`config.mk`:
```
export PLATFORM = sky130hd
export DESIGN_NAME = sync_bank_multimode
export DESIGN_NICKNAME = d
export VERILOG_FILES = /design/src/rtl/sync_bank_multimode_pkg.sv /design/src/rtl/sync_bank_multimode_chain.sv /design/src/rtl/sync_bank_multimode.sv
export SDC_FILE = /design/constraint.sdc
export NUM_CORES = 1
export LEC_CHECK = 0
export ABC_CLOCK_PERIOD_IN_PS = 2300
export CORE_MARGIN = 2
export CORE_UTILIZATION = 51
export CTS_CLUSTER_SIZE = 8
export DETAILED_ROUTE_END_ITERATION = 10
export PLACE_DENSITY = 0.81
export SYNTH_ARGS = -nofsm -noshare
export SYNTH_HDL_FRONTEND = slang
export SYNTH_HIERARCHICAL = 1
export SYNTH_SLANG_ARGS = --single-unit
```
`constraint.sdc`:
```
create_clock -name clk -period 2.3 [get_ports clk]
set_input_delay 0.23 -clock clk [delete_from_list [all_inputs] [get_ports clk]]
set_output_delay 0.23 -clock clk [all_outputs]
set_load 0.02 [all_outputs]
```
`src/rtl/sync_bank_multimode_pkg.sv`:
```
// sync_bank_pkg: shared types and limits for the multi-mode synchroniser bank.
//   mode_t      - operating mode encoding as seen on the 2-bit mode port
//   stb_state_t - strobe-capture handshake states
//   STAGES_MIN/STAGES_MAX and clamp_stages() bound the synchroniser depth
package sync_bank_pkg;

    typedef enum logic [1:0] {
        MODE_REG  = 2'd0,
        MODE_SYNC = 2'd1,
        MODE_FILT = 2'd2,
        MODE_STB  = 2'd3
    } mode_t;

    typedef enum logic {
        IDLE = 1'b0,
        HOLD = 1'b1
    } stb_state_t;

    localparam int unsigned STAGES_MIN = 2;
    localparam int unsigned STAGES_MAX = 4;

    // Keeps an out-of-range STAGES override from building a degenerate chain.
    function automatic int unsigned clamp_stages(input int unsigned s);
        if (s < STAGES_MIN) return STAGES_MIN;
        if (s > STAGES_MAX) return STAGES_MAX;
        return s;
    endfunction

endpackage

```
`src/rtl/sync_bank_multimode_chain.sv`:
```
// sync_chain: plain flop chain with asynchronous active-low reset.
//   clk   - destination clock
//   rst_n - asynchronous active-low reset, clears every stage
//   d_i   - WIDTH-bit asynchronous input
//   q_o   - output of the last of STAGES flops
module sync_chain
    import sync_bank_pkg::*;
#(
    parameter int unsigned WIDTH  = 1,
    parameter int unsigned STAGES = 2
) (
    input  logic             clk,
    input  logic             rst_n,
    input  logic [WIDTH-1:0] d_i,
    output logic [WIDTH-1:0] q_o
);

    logic [WIDTH-1:0] stage_q [STAGES];

    always_ff @(posedge clk or negedge rst_n) begin
        if (!rst_n) begin
            for (int unsigned i = 0; i < STAGES; i++) begin
                stage_q[i] <= '0;
            end
        end else begin
            stage_q[0] <= d_i;
            for (int unsigned i = 1; i < STAGES; i++) begin
                stage_q[i] <= stage_q[i-1];
            end
        end
    end

    assign q_o = stage_q[STAGES-1];

endmodule

```
`src/rtl/sync_bank_multimode.sv`:
```
// sync_bank_multimode: multi-mode input synchroniser bank.
// Brings an asynchronous bus and strobe into the clk domain in one of four
// modes (bare register, N-stage sync, sync + per-bit glitch filter,
// strobe-qualified capture) and adds per-bit edge pulses and a valid pulse.
//   clk       - destination clock
//   rst_n     - asynchronous active-low reset
//   ena       - block enable; low freezes sync_out and zeroes pulses/busy
//   mode      - 0=REG, 1=SYNC, 2=FILT, 3=STB
//   async_in  - WIDTH-bit asynchronous data bus
//   async_stb - asynchronous capture strobe (STB mode only)
//   sync_out  - synchronised / captured data
//   rise/fall - per-bit 1-cycle pulses for sync_out 0->1 / 1->0
//   valid     - 1-cycle pulse: sync_out changed, or capture done in STB mode
//   busy      - STB handshake in progress
module sync_bank_multimode
    import sync_bank_pkg::*;
#(
    parameter int unsigned WIDTH    = 8,
    parameter int unsigned STAGES   = 2,
    parameter int unsigned FILT_LEN = 3
) (
    input  logic             clk,
    input  logic             rst_n,
    input  logic             ena,
    input  logic [1:0]       mode,
    input  logic [WIDTH-1:0] async_in,
    input  logic             async_stb,
    output logic [WIDTH-1:0] sync_out,
    output logic [WIDTH-1:0] rise,
    output logic [WIDTH-1:0] fall,
    output logic             valid,
    output logic             busy
);

    localparam int unsigned CHAIN_LEN = clamp_stages(STAGES);
    localparam int unsigned CNT_W     = $clog2(FILT_LEN + 1);
    localparam logic [CNT_W-1:0] CNT_TAKE = CNT_W'(FILT_LEN - 1);

    // Data path: CHAIN_LEN-1 flops in the chain plus data_s_q. In SYNC mode
    // sync_out itself acts as the last synchroniser flop (latency STAGES),
    // while the filter looks at the full-depth data_s_q.
    logic [WIDTH-1:0] data_pre;
    logic [WIDTH-1:0] data_s_q;
    logic             stb_s;
    logic             stb_q;

    sync_chain #(
        .WIDTH  (WIDTH),
        .STAGES (CHAIN_LEN - 1)
    ) u_data_chain (
        .clk   (clk),
        .rst_n (rst_n),
        .d_i   (async_in),
        .q_o   (data_pre)
    );

    sync_chain #(
        .WIDTH  (1),
        .STAGES (CHAIN_LEN)
    ) u_stb_chain (
        .clk   (clk),
        .rst_n (rst_n),
        .d_i   (async_stb),
        .q_o   (stb_s)
    );

    mode_t                        mode_q;
    stb_state_t                   state_q, state_d;
    logic [WIDTH-1:0]             sync_q, sync_d;
    logic [WIDTH-1:0]             rise_q, rise_d;
    logic [WIDTH-1:0]             fall_q, fall_d;
    logic                         valid_q, valid_d;
    logic                         busy_q, busy_d;
    logic [WIDTH-1:0][CNT_W-1:0]  cnt_q, cnt_d;
    logic                         capture;

    always_comb begin
        sync_d  = sync_q;
        cnt_d   = '0;
        state_d = IDLE;
        capture = 1'b0;

        // Disable and mode-change both act as a flush: sync_out holds,
        // counters and FSM restart; disable takes priority.
        if (ena && (mode_t'(mode) == mode_q)) begin
            unique case (mode_q)
                MODE_REG: begin
                    sync_d = async_in;
                end
                MODE_SYNC: begin
                    sync_d = data_pre;
                end
                MODE_FILT: begin
                    for (int unsigned i = 0; i < WIDTH; i++) begin
                        if (data_s_q[i] == sync_q[i]) begin
                            cnt_d[i] = '0;
                        end else if (cnt_q[i] == CNT_TAKE) begin
                            sync_d[i] = data_s_q[i];
                            cnt_d[i]  = '0;
                        end else begin
                            cnt_d[i] = cnt_q[i] + CNT_W'(1);
                        end
                    end
                end
                MODE_STB: begin
                    unique case (state_q)
                        IDLE: begin
                            if (stb_s && !stb_q) begin
                                sync_d  = async_in;
                                capture = 1'b1;
                                state_d = HOLD;
                            end
                        end
                        HOLD: begin
                            state_d = stb_s ? HOLD : IDLE;
                        end
                    endcase
                end
            endcase
        end

        rise_d  = sync_d & ~sync_q;
        fall_d  = sync_q & ~sync_d;
        valid_d = capture | (|(rise_d | fall_d));
        busy_d  = (state_d == HOLD);
    end

    always_ff @(posedge clk or negedge rst_n) begin
        if (!rst_n) begin
            data_s_q <= '0;
            stb_q    <= 1'b0;
            mode_q   <= MODE_REG;
            state_q  <= IDLE;
            sync_q   <= '0;
            rise_q   <= '0;
            fall_q   <= '0;
            valid_q  <= 1'b0;
            busy_q   <= 1'b0;
            cnt_q    <= '0;
        end else begin
            data_s_q <= data_pre;
            stb_q    <= stb_s;
            mode_q   <= mode_t'(mode);
            state_q  <= state_d;
            sync_q   <= sync_d;
            rise_q   <= rise_d;
            fall_q   <= fall_d;
            valid_q  <= valid_d;
            busy_q   <= busy_d;
            cnt_q    <= cnt_d;
        end
    end

    assign sync_out = sync_q;
    assign rise     = rise_q;
    assign fall     = fall_q;
    assign valid    = valid_q;
    assign busy     = busy_q;

endmodule

```
==> results of run 1 <==
-- metal layers --
layer	vias to the layer above	part of all wire (%)
met5	-	0
li1	868	-
met1	909	45
met4	0	1.7
met2	49	48
met3	11	5.4
-- layout make-up --
class | count | area (µm²) | share of cell area [%]
clock inverters | 3 | 40.0 | 1.18
clock buffers | 13 | 169 | 4.99
inverters | 17 | 63.8 | 1.88
repair buffers | 51 | 490 | 14.5
multi-input cells | 130 | 958 | 28.3
well taps | 70 | 87.6 | 2.59
flip-flops and latches | 63 | 1580 | 46.6
-- worst max path at each step --
stage          cells past startpoint  endpoint      start  slack [ns]
3_5_place_dp                      10     valid    mode[0]       -0.05
6_report                          10     valid  mode_q[1]        0.24
5_1_grt                            9     valid  mode_q[0]        0.03
4_1_cts                           10     valid  mode_q[1]        0.14
3_3_place_gp                      10     valid    mode[0]        0.05
2_1_floorplan                     10     valid  mode_q[1]        0.42
-- Yosys cell counts, drive strengths merged --
| cell type | instances | area share (%) |
|---|---|---|
| and3 | 1 | 0.24 |
| ha | 16 | 7.6 |
| buf | 5 | 1.2 |
| o22a | 8 | 2.7 |
| nand3 | 9 | 1.7 |
| nor2 | 3 | 0.43 |
| xnor2 | 10 | 3.3 |
| or3 | 1 | 0.24 |
| nor4 | 16 | 4.3 |
| nand2 | 3 | 0.43 |
| nor2b | 8 | 1.9 |
| a21oi | 16 | 3.0 |
| nand2b | 9 | 2.1 |
| mux2i | 8 | 3.0 |
| o2111ai | 1 | 0.33 |
| inv | 17 | 2.4 |
| dfrtp | 63 | 60 |
| nand4 | 2 | 0.47 |
| nor3b | 1 | 0.29 |
| o21ai | 10 | 1.9 |
| nand3b | 8 | 2.3 |
| clkbuf | 2 | 0.29 |
-- repair_timing --
action                                 in CTS  in global routing
setup endpoints to repair                   0                  1
gates resized for setup                     0                  2
hold buffers                                1                  0
endpoints found under the hold margin      63                  0
-- sequential cells by signal, indices dropped and copies added, names as in the netlist --
signal / flops
busy: 1
cnt_q: 16
data_s_q: 8
fall: 8
mode_q: 2
rise: 8
stb_q: 1
sync_out: 8
u_data_chain/q_o: 8
u_stb_chain/q_o: 1
u_stb_chain/stage_q: 1
valid: 1
-- power groups by stage --
stage / Clock, µW / Sequential, µW / Combinational (µW)
2_1_floorplan: 0 / 1510 / 262
3_3_place_gp: 0 / 1360 / 798
3_5_place_dp: 0 / 1370 / 817
4_1_cts: 1010 / 1350 / 823
5_1_grt: 1060 / 1370 / 896
6_report: 995 / 1350 / 816
-- through the flow --
| stage | area, µm² | TNS, ns | std cells | setup slack [ns] |
|---|---|---|---|---|
| global placement | 3160 | 0 | 330 | 0.0486 |
| CTS | 3380 | 0 | 347 | 0.143 |
| finish | 3390 | 0 | 347 | 0.237 |
| floorplan | 2640 | 0 | 217 | 0.422 |
| global route | 3390 | 0 | 347 | 0.0329 |
| detailed placement | 3160 | -0.0536 | 330 | -0.0536 |
-- critical path, stage by stage, from the launching register on --
cell and delay [ns]:
dfrtp_1 0.41, buf_4 0.18, nand2b_2 0.14, buf_4 0.21, a21oi_1 0.06, o21ai_0 0.23
nand2b_1 0.12, ha_1 0.32, nand4_1 0.10, nor2_1 0.10, o21ai_0 0.08
-- layout by cell type, fill, tap and decap left out --
cell             instances
buf_12                   1
nand2b_1                 8
inv_1                   17
or3_1                    1
buf_2                    1
nor2_1                   3
o21ai_1                  1
nand4_1                  2
o21ai_0                  9
clkdlybuf4s50_1         38
and3_1                   1
clkbuf_8                12
clkbuf_1                 1
xnor2_1                 10
mux2i_1                  8
o22a_1                   8
ha_1                    16
nor3b_1                  1
nor4_2                   2
bufinv_16                1
o2111ai_1                1
nand2b_2                 1
dlygate4sd3_1            1
nor2b_1                  8
buf_4                   10
nand3b_1                 8
nand2_1                  3
dfrtp_1                 63
clkinv_2                 2
nand3_1                  9
nor4_1                  14
a21oi_1                 16
-- cell families (layout without fill, tap and decap cells) --
kind of cell             after synthesis  count (layout)  share of synthesized area (%)
flip-flops                            63              63                           59.8
AND/OR/NAND/NOR                       61              61                           14.4
AO/OA/AOI/OAI                         35              35                           7.93
buffers and inverters                 24              84                           3.89
adder cells (fa/ha/maj)               16              16                           7.60
XOR/XNOR                              10              10                           3.32
multiplexers                           8               8                           3.04
==> impl_metrics.toml, run 1 <==
[setup_path]
reg2reg_depth = 10
setup.worst_path.start_class = "register"
crit_type = "reg -> reg"
r2r_slack_ns = 0.24
cp.required_ns = 2.53
timing.rr.end = "valid"
r2r-start = "mode_q[1]"
endpoint_kind = "register"
worstPathArrival_ns = 2.29
crit_path_max_fanout = 9

[yosys]
synth.distinct_cells = 24
synth.yosys.seq_area_share_pct = 59.8
synth_seq_cells = 63
syn_inst = 217
postSynthAreaPerCell_um2 = 12.1
syn_area_um2 = 2640
syn-num-nets = 247
yosysWarnings = 6

[clock_tree]
clk_latency_ns = 0.35
cts_tree = "yes"
cts-buffers-inserted = 9
htree_levels = 3
post-cts-setup-buffers = 0
clk_path_buf_depth = 2
clk_pin_slew_ns = 0.07
cts_root_buf = "clkbuf_8"
cts.sinks = 63

[detailed_routing]
antenna_left = 0
drtIter0Drc = 145
drc_errors = 0
routed_wirelength_um = 5090
vias = 1837
post_drt_wl_per_cell_um = 14.7
drt_first_pass_iters = 4
via_per_inst = 5.29

[final_layout]
antenna_cells = 0
final_util_pct = 67.1
nets = 302
syn2layout_area_growth_pct = 28.5
layout-drive-gt1-share_pct = 10.8
filler_cell_count = 375

[placement]
place.gp.congestion = 0.762
dp_hpwl_um = 3460
port_buffers = 39

[global_routing]
first_global_vias = 1727
grtUsageMet3_pct = 7.54
grt_max_degree = 64
use_met1_pct = 27.2
grtUsageTotal_pct = 20.4
gr-total-overflow = 0
antenna_found_initial = 0
grt-busiest-layer = "met2"
gr-usage-met2_pct = 30.1
grt_pass1_wl_um = 8220

[timing]
fin_crit_sh_pct = 89.7
slew_headroom_pct = 55.5
fmax_mhz = 485
finalHoldWorstSlack_ns = 0.326
skew_ns = 0.00826
min_period_ns = 2.06
drv_slew = 0
hold_violations = 0
rsz0062_at_grt = "no"
setup_violations = 0
max_slew.worst_pin.slew_ns = 0.668

[pwr]
switching_share_pct = 29.5
power_density_nw_per_um2 = 932
pwr-share-comb_pct = 25.8
p_int_uw = 2230
p_seq_share_pct = 42.6
power.total_uw = 3160
p_leak_uw = 0.00148
ir_worst_vdd_mv = 0.478
clkPwrFrac_pct = 31.5
p_switching_uw = 930

[worst_hold_path]
min_to = "u_stb_chain/stage_q[1]"
min_path_type = "in -> reg"
holdCritStartpoint = "async_stb"
worstHoldPathCells = 1

[floorplanning]
rows = 26
start_util_pct = 52.3
die_w_um = 75.9
pin_count = 40
dieArea_um2 = 5760
fp.dieH_um = 75.9
fp.coreArea_um2 = 5040

[job]
maxCapViolCount = 0

[outcome]
status = "complete, no violations"
(Power assumes the default switching activity.)
==> run 2: changes to the inputs <==
Settings changed: ABC_AREA from default to 1, CORE_MARGIN 2 to default, PLACE_DENSITY 0.81 to 0.8.
==> impl_metrics.toml, run 2 <==
[pwr]
pwr-share-comb_pct = 25.4
p_leak_uw = 0.00169
clkPwrFrac_pct = 31.9
switching_share_pct = 30.4
p_switching_uw = 948
p_seq_share_pct = 42.7
power.total_uw = 3120
p_int_uw = 2170
ir_worst_vdd_mv = 0.559
power_density_nw_per_um2 = 880

[floorplanning]
fp.dieH_um = 77.0
rows = 26
start_util_pct = 54.4
pin_count = 40
dieArea_um2 = 5930
fp.coreArea_um2 = 5270
die_w_um = 77.0

[detailed_routing]
drtIter0Drc = 191
drt_first_pass_iters = 4
via_per_inst = 5.08
routed_wirelength_um = 5830
antenna_left = 0
post_drt_wl_per_cell_um = 14.1
drc_errors = 0
vias = 2094

[yosys]
yosysTopAreaCell = "dfrtp_1"
ys.flop_type = "dfrtp_1"
yosysMostFrequentCell = "nand2_1"
synth_seq_cells = 63
synthTopCellsByArea = "dfrtp_1 (55%), nand2_1 (9.8%), ha_1 (7.0%)"
synth.yosys.seq_area_share_pct = 54.9
syn_inst = 286
yosysWarnings = 6
syn_area_um2 = 2870
postSynthAreaPerCell_um2 = 10.0
synth_top_area_share_pct = 54.9
synth_edf_count = 0
ys_async_sr_fraction_pct = 100
synth.distinct_cells = 25
syn-num-nets = 316
synth_top_cells_by_count = "nand2_1 (75), dfrtp_1 (63), inv_1 (30)"

[final_layout]
filler_cell_count = 430
antenna_cells = 0
layout-drive-gt1-share_pct = 18.1
largest_register = "cnt_q"
syn2layout_area_growth_pct = 23.7
final_common_cell = "nand2_1"
nets = 367
final_cell_mix = "nand2_1 (75), dfrtp_1 (63), clkdlybuf4s50_1 (38)"
largest_reg_flops = 16

[global_routing]
grt_pass1_wl_um = 9820
grtUsageTotal_pct = 22.2
grt_max_degree = 64
first_global_vias = 2095
gr-total-overflow = 0
antenna_found_initial = 0

[clock_tree]
clk_pin_slew_ns = 0.07
clk_path_buf_depth = 2
post-cts-setup-buffers = 0
htree_levels = 3
cts-buffers-inserted = 9
cts.sinks = 63
cts_root_buf = "clkbuf_8"
clk_latency_ns = 0.34
cts_tree = "yes"

[timing]
fin_crit_sh_pct = 85.8
drv_slew = 0
fin_ws_ns = 0.327
setup_violations = 0
fmax_mhz = 507
skew_ns = 0.00508
slew_headroom_pct = 72.6
fin_tns_setup_ns = 0
min_period_ns = 1.97
hold_violations = 0
rsz0062_at_grt = "no"
max_slew.worst_pin.slew_ns = 0.411

[placement]
place_ws_ns = 0.140
dp_hpwl_um = 3970
place.gp.congestion = 0.803
port_buffers = 39

[worst_hold_path]
holdCritStartpoint = "async_stb"
min_path_type = "in -> reg"

[job]
maxCapViolCount = 0

[setup_path]
endpoint_kind = "register"
crit_path_max_fanout = 8
crit_type = "reg -> reg"
startpoint = "mode_q[1]"
r2r-start = "mode_q[1]"
cp.required_ns = 2.52
worstPathArrival_ns = 2.19
setup.worst_path.start_class = "register"

[outcome]
status = "complete, no violations"
run 2: power by group through the flow:
stage | logic [µW] | registers (µW) | clock network, µW
3_5_place_dp | 788 | 1350 | 0
3_3_place_gp | 777 | 1350 | 0
2_1_floorplan | 285 | 1480 | 0
5_1_grt | 869 | 1350 | 1070
4_1_cts | 797 | 1340 | 1010
6_report | 793 | 1330 | 995
run 2: final timing paths:
check	slack (ns)	depth (start not counted)	to
worst max-delay path	0.33	12	valid
worst min-delay path	0.33	1	u_stb_chain/stage_q[1]
worst max register to register	0.33	12	valid
worst min register to register	0.35	0	u_stb_chain/q_o
max in group asynchronous	1.60	3	data_s_q[2]
min in group asynchronous	0.42	3	u_data_chain/q_o[2]
run 2: stage by stage:
stage,util (%),area (µm²),cells,hold WS (ns)
after floorplan,-,2870,286,-0.0656
after global placement,63.2,3330,395,0.267
after detailed placement,63.2,3330,395,0.273
after CTS,67.3,3550,412,0.319
after global routing,67.3,3550,412,0.319
final,67.3,3550,412,0.334
run 2: cell type report:
| type | count | area [µm²] | share of cell area [%] |
|---|---|---|---|
| Tap cell | 70 | 87.6 | 2.47 |
| Sequential cell | 63 | 1580 | 44.4 |
| Clock inverter | 3 | 40.0 | 1.13 |
| Timing Repair Buffer | 46 | 453 | 12.8 |
| Inverter | 40 | 158 | 4.44 |
| Clock buffer | 13 | 169 | 4.76 |
| Multi-Input combinational cell | 177 | 1060 | 30.0 |
run 2: worst max-delay path, cell delays in order, from the launching register on:
cell,delay (ns)
dfrtp_1,0.44
nand2_1,0.10
inv_1,0.05
nand3_1,0.13
nand2_2,0.17
nand2_1,0.10
nand2_1,0.08
nand2_1,0.06
o21ai_0,0.12
ha_1,0.32
nand4_1,0.10
nor2_1,0.08
o21ai_0,0.09
run 2: logic make-up after synthesis:
| logic type | Yosys count | synth area share, % |
|---|---|---|
| buffers and inverters | 46 | 7.94 |
| adder cells (fa/ha/maj) | 16 | 6.98 |
| AO/OA/AOI/OAI | 17 | 3.23 |
| XOR/XNOR | 6 | 1.83 |
| flip-flops | 63 | 54.9 |
| AND/OR/NAND/NOR | 138 | 25.1 |
run 2: timing repair:
item | in CTS | in global routing
hold buffers | 1 | 0
resized for setup | 0 | 0
endpoints found under the setup margin | 0 | 0
endpoints found under the hold margin | 63 | 0
run 2: layer usage:
| metal | global-route usage, % | routed length [µm] | share of wire (%) |
|---|---|---|---|
| met1 | 28.1 | 2650 | 45 |
| met2 | 35.0 | 2780 | 48 |
| met3 | 8.10 | 320 | 5.5 |
| met4 | 7.92 | 75 | 1.3 |
| met5 | 0 | 0 | 0 |
==> run 3: changes to the inputs <==
Settings changed: PLACE_DENSITY 0.8 to 0.81, SYNTH_HIERARCHICAL 1 to default.
==> impl_metrics.toml, run 3 <==
[outcome]
status = "complete, no violations"

[final_layout]
largest_reg_flops = 16
final_cell_mix = "nand2_1 (80), dfrtp_1 (63), clkdlybuf4s50_1 (38)"
final_common_cell = "nand2_1"
syn2layout_area_growth_pct = 26.3
filler_cell_count = 419
antenna_cells = 0
layout-drive-gt1-share_pct = 13.7
nets = 368
largest_register = "cnt_q"

[yosys]
yosysTopAreaCell = "dfrtp_1"
postSynthAreaPerCell_um2 = 9.79
synth_seq_cells = 63
synthTopCellsByArea = "dfrtp_1 (57%), nand2_1 (11%), ha_1 (7.3%)"
syn-num-nets = 311
synth_adder_area_share_pct = 7.28
syn_inst = 281
ys.flop_type = "dfrtp_1"
yosys.area_share.simple_pct = 22.4
synth_top_family_by_area = "simple AND/OR/NAND/NOR gates"
synthMuxAreaShare_pct = 0
yosysWarnings = 0
synth_edf_count = 0
synth_compound_area_share_pct = 5.64
synth_top_cells_by_count = "nand2_1 (80), dfrtp_1 (63), inv_1 (34)"
syn_area_um2 = 2750
synth.distinct_cells = 24
yosysMostFrequentCell = "nand2_1"
synthXorXnorAreaFrac_pct = 0.637
synth.yosys.seq_area_share_pct = 57.3
ys_async_sr_fraction_pct = 100
synth_top_area_share_pct = 57.3

[floorplanning]
start_util_pct = 53.5
die_w_um = 75.5
fp.coreArea_um2 = 5140
dieArea_um2 = 5690
fp.dieH_um = 75.5
pin_count = 40
rows = 26

[pwr]
power.total_uw = 3120
power_density_nw_per_um2 = 898
ir_worst_vdd_mv = 0.861
p_leak_uw = 0.00165

[timing]
fin_tns_setup_ns = 0
rsz0062_at_grt = "no"
setup_violations = 0
skew_ns = 0.00700
min_period_ns = 2.11
fin_crit_sh_pct = 91.9
max_slew.worst_pin.slew_ns = 0.383
fmax_mhz = 473
hold_violations = 0
slew_headroom_pct = 74.4
drv_slew = 0

[clock_tree]
clk_path_buf_depth = 2
cts_tree = "yes"
clk_latency_ns = 0.34
cts-buffers-inserted = 9
cts.sinks = 63
cts_root_buf = "clkbuf_8"
htree_levels = 3
clk_pin_slew_ns = 0.06

[setup_path]
r2r_slack_ns = 0.19
path_cells = "buf_4 > nand2_1 > inv_1 > nand2_1 > nand2_1 > nor2_1 > o21ai_0 > ha_1 > nand4_1 > nor2_1 > o21ai_0"
path_common_cell = "nand2_1"
timing.rr.end = "valid"
crit_type = "reg -> reg"
critical_path.slowest_cell = "dfrtp_1"
setup.worst_path.start_class = "register"
cp.required_ns = 2.51
slowest_delay_ns = 0.39
reg2reg_depth = 11
endpoint_kind = "register"
r2r-start = "mode_q[1]"
crit_path_max_fanout = 10
worstPathArrival_ns = 2.32

[detailed_routing]
antenna_left = 0
post_drt_wl_per_cell_um = 14.0
via_per_inst = 5.12
drt_first_pass_iters = 4
drc_errors = 0
routed_wirelength_um = 5760
vias = 2111
drtIter0Drc = 195

[global_routing]
first_global_vias = 1989
grt_pass1_wl_um = 9290
gr-total-overflow = 0
grtUsageTotal_pct = 23.2
grt_max_degree = 32
antenna_found_initial = 0

[placement]
dp_hpwl_um = 3940
place.gp.congestion = 0.869
port_buffers = 39

[job]
maxCapViolCount = 0

[worst_hold_path]
min_path_type = "in -> async"
run 3: cell types whose count changed in the layout (fill, tap and decap cells not counted), moves of 5 or more:
cell | before | now
buf_4 | 5 | 10
inv_2 | 8 | 3
nand2_1 | 75 | 80
nand2_2 | 15 | 9
nor3_1 | 1 | 13
nor4_1 | 11 | 4
o21ai_1 | 0 | 6
run 3: report_power, final:
part / leakage (µW) / total [µW] / switching [µW] / internal (µW)
clock: 0.000109 / 1030 / 399 / 630
sequential: 0.000799 / 1340 / 104 / 1240
combinational: 0.000744 / 747 / 415 / 331
total: 0.00165 / 3120 / 919 / 2200
run 3: layout make-up:
class | instances | area [µm²] | area share (%)
clock inverters | 4 | 70.1 | 2.02
repair buffers | 50 | 470 | 13.5
clock buffers | 11 | 141 | 4.07
inverters | 37 | 140 | 4.03
well taps | 70 | 87.6 | 2.52
flip-flops and latches | 63 | 1580 | 45.4
multi-input cells | 177 | 988 | 28.4
run 3: repair_timing:
item / 4_1_cts / 5_1_grt
setup endpoints to repair: 0 / 1
buffers inserted: 0 / 0
gates resized for setup: 0 / 1
hold buffers: 1 / 0
endpoints found under the hold margin: 9 / 0
run 3: logic make-up after synthesis:
family | after synthesis
buf+inv | 41
xor+xnor | 2
flops | 63
fa+ha+maj | 16
compound gates | 25
simple gates | 134
run 3: how the worst max path moves through the flow:
stage,startpoint,end,cells after the start
3_3_place_gp,mode[1],valid,12
5_1_grt,mode_q[1],valid,11
6_report,mode_q[1],valid,11
3_5_place_dp,mode[1],valid,12
4_1_cts,mode_q[1],valid,11
2_1_floorplan,mode_q[1],valid,12
run 3: critical path: cells and delay by family, from the launching register on:
family                     cells  cell delay [ns]
and+or+nand+nor                6             0.79
DFF                            1             0.39
AOI/OAI and AO/OA              2             0.23
buffers and inverters          2             0.24
adders and majority gates      1             0.31
run 3: stage by stage:
step / std cells / util [%] / setup WS, ns / area [µm²] / hold WS [ns]
6_report: 412 / 67.6 / 0.187 / 3470 / 0.297
5_1_grt: 412 / 67.6 / 0.0404 / 3470 / 0.309
4_1_cts: 412 / 67.6 / 0.221 / 3470 / 0.279
3_5_place_dp: 396 / 63.3 / 0.0697 / 3250 / 0.103
3_3_place_gp: 396 / 63.3 / 0.132 / 3250 / 0.102
2_1_floorplan: 281 / - / 0.504 / 2750 / -0.0656
run 3: per-layer routing:
| metal | GRT usage, % | share of wire (%) |
|---|---|---|
| met5 | 0 | 0 |
| met4 | 14.6 | 2.6 |
| met3 | 6.75 | 4.9 |
| met2 | 33.3 | 47 |
| met1 | 31.1 | 46 |
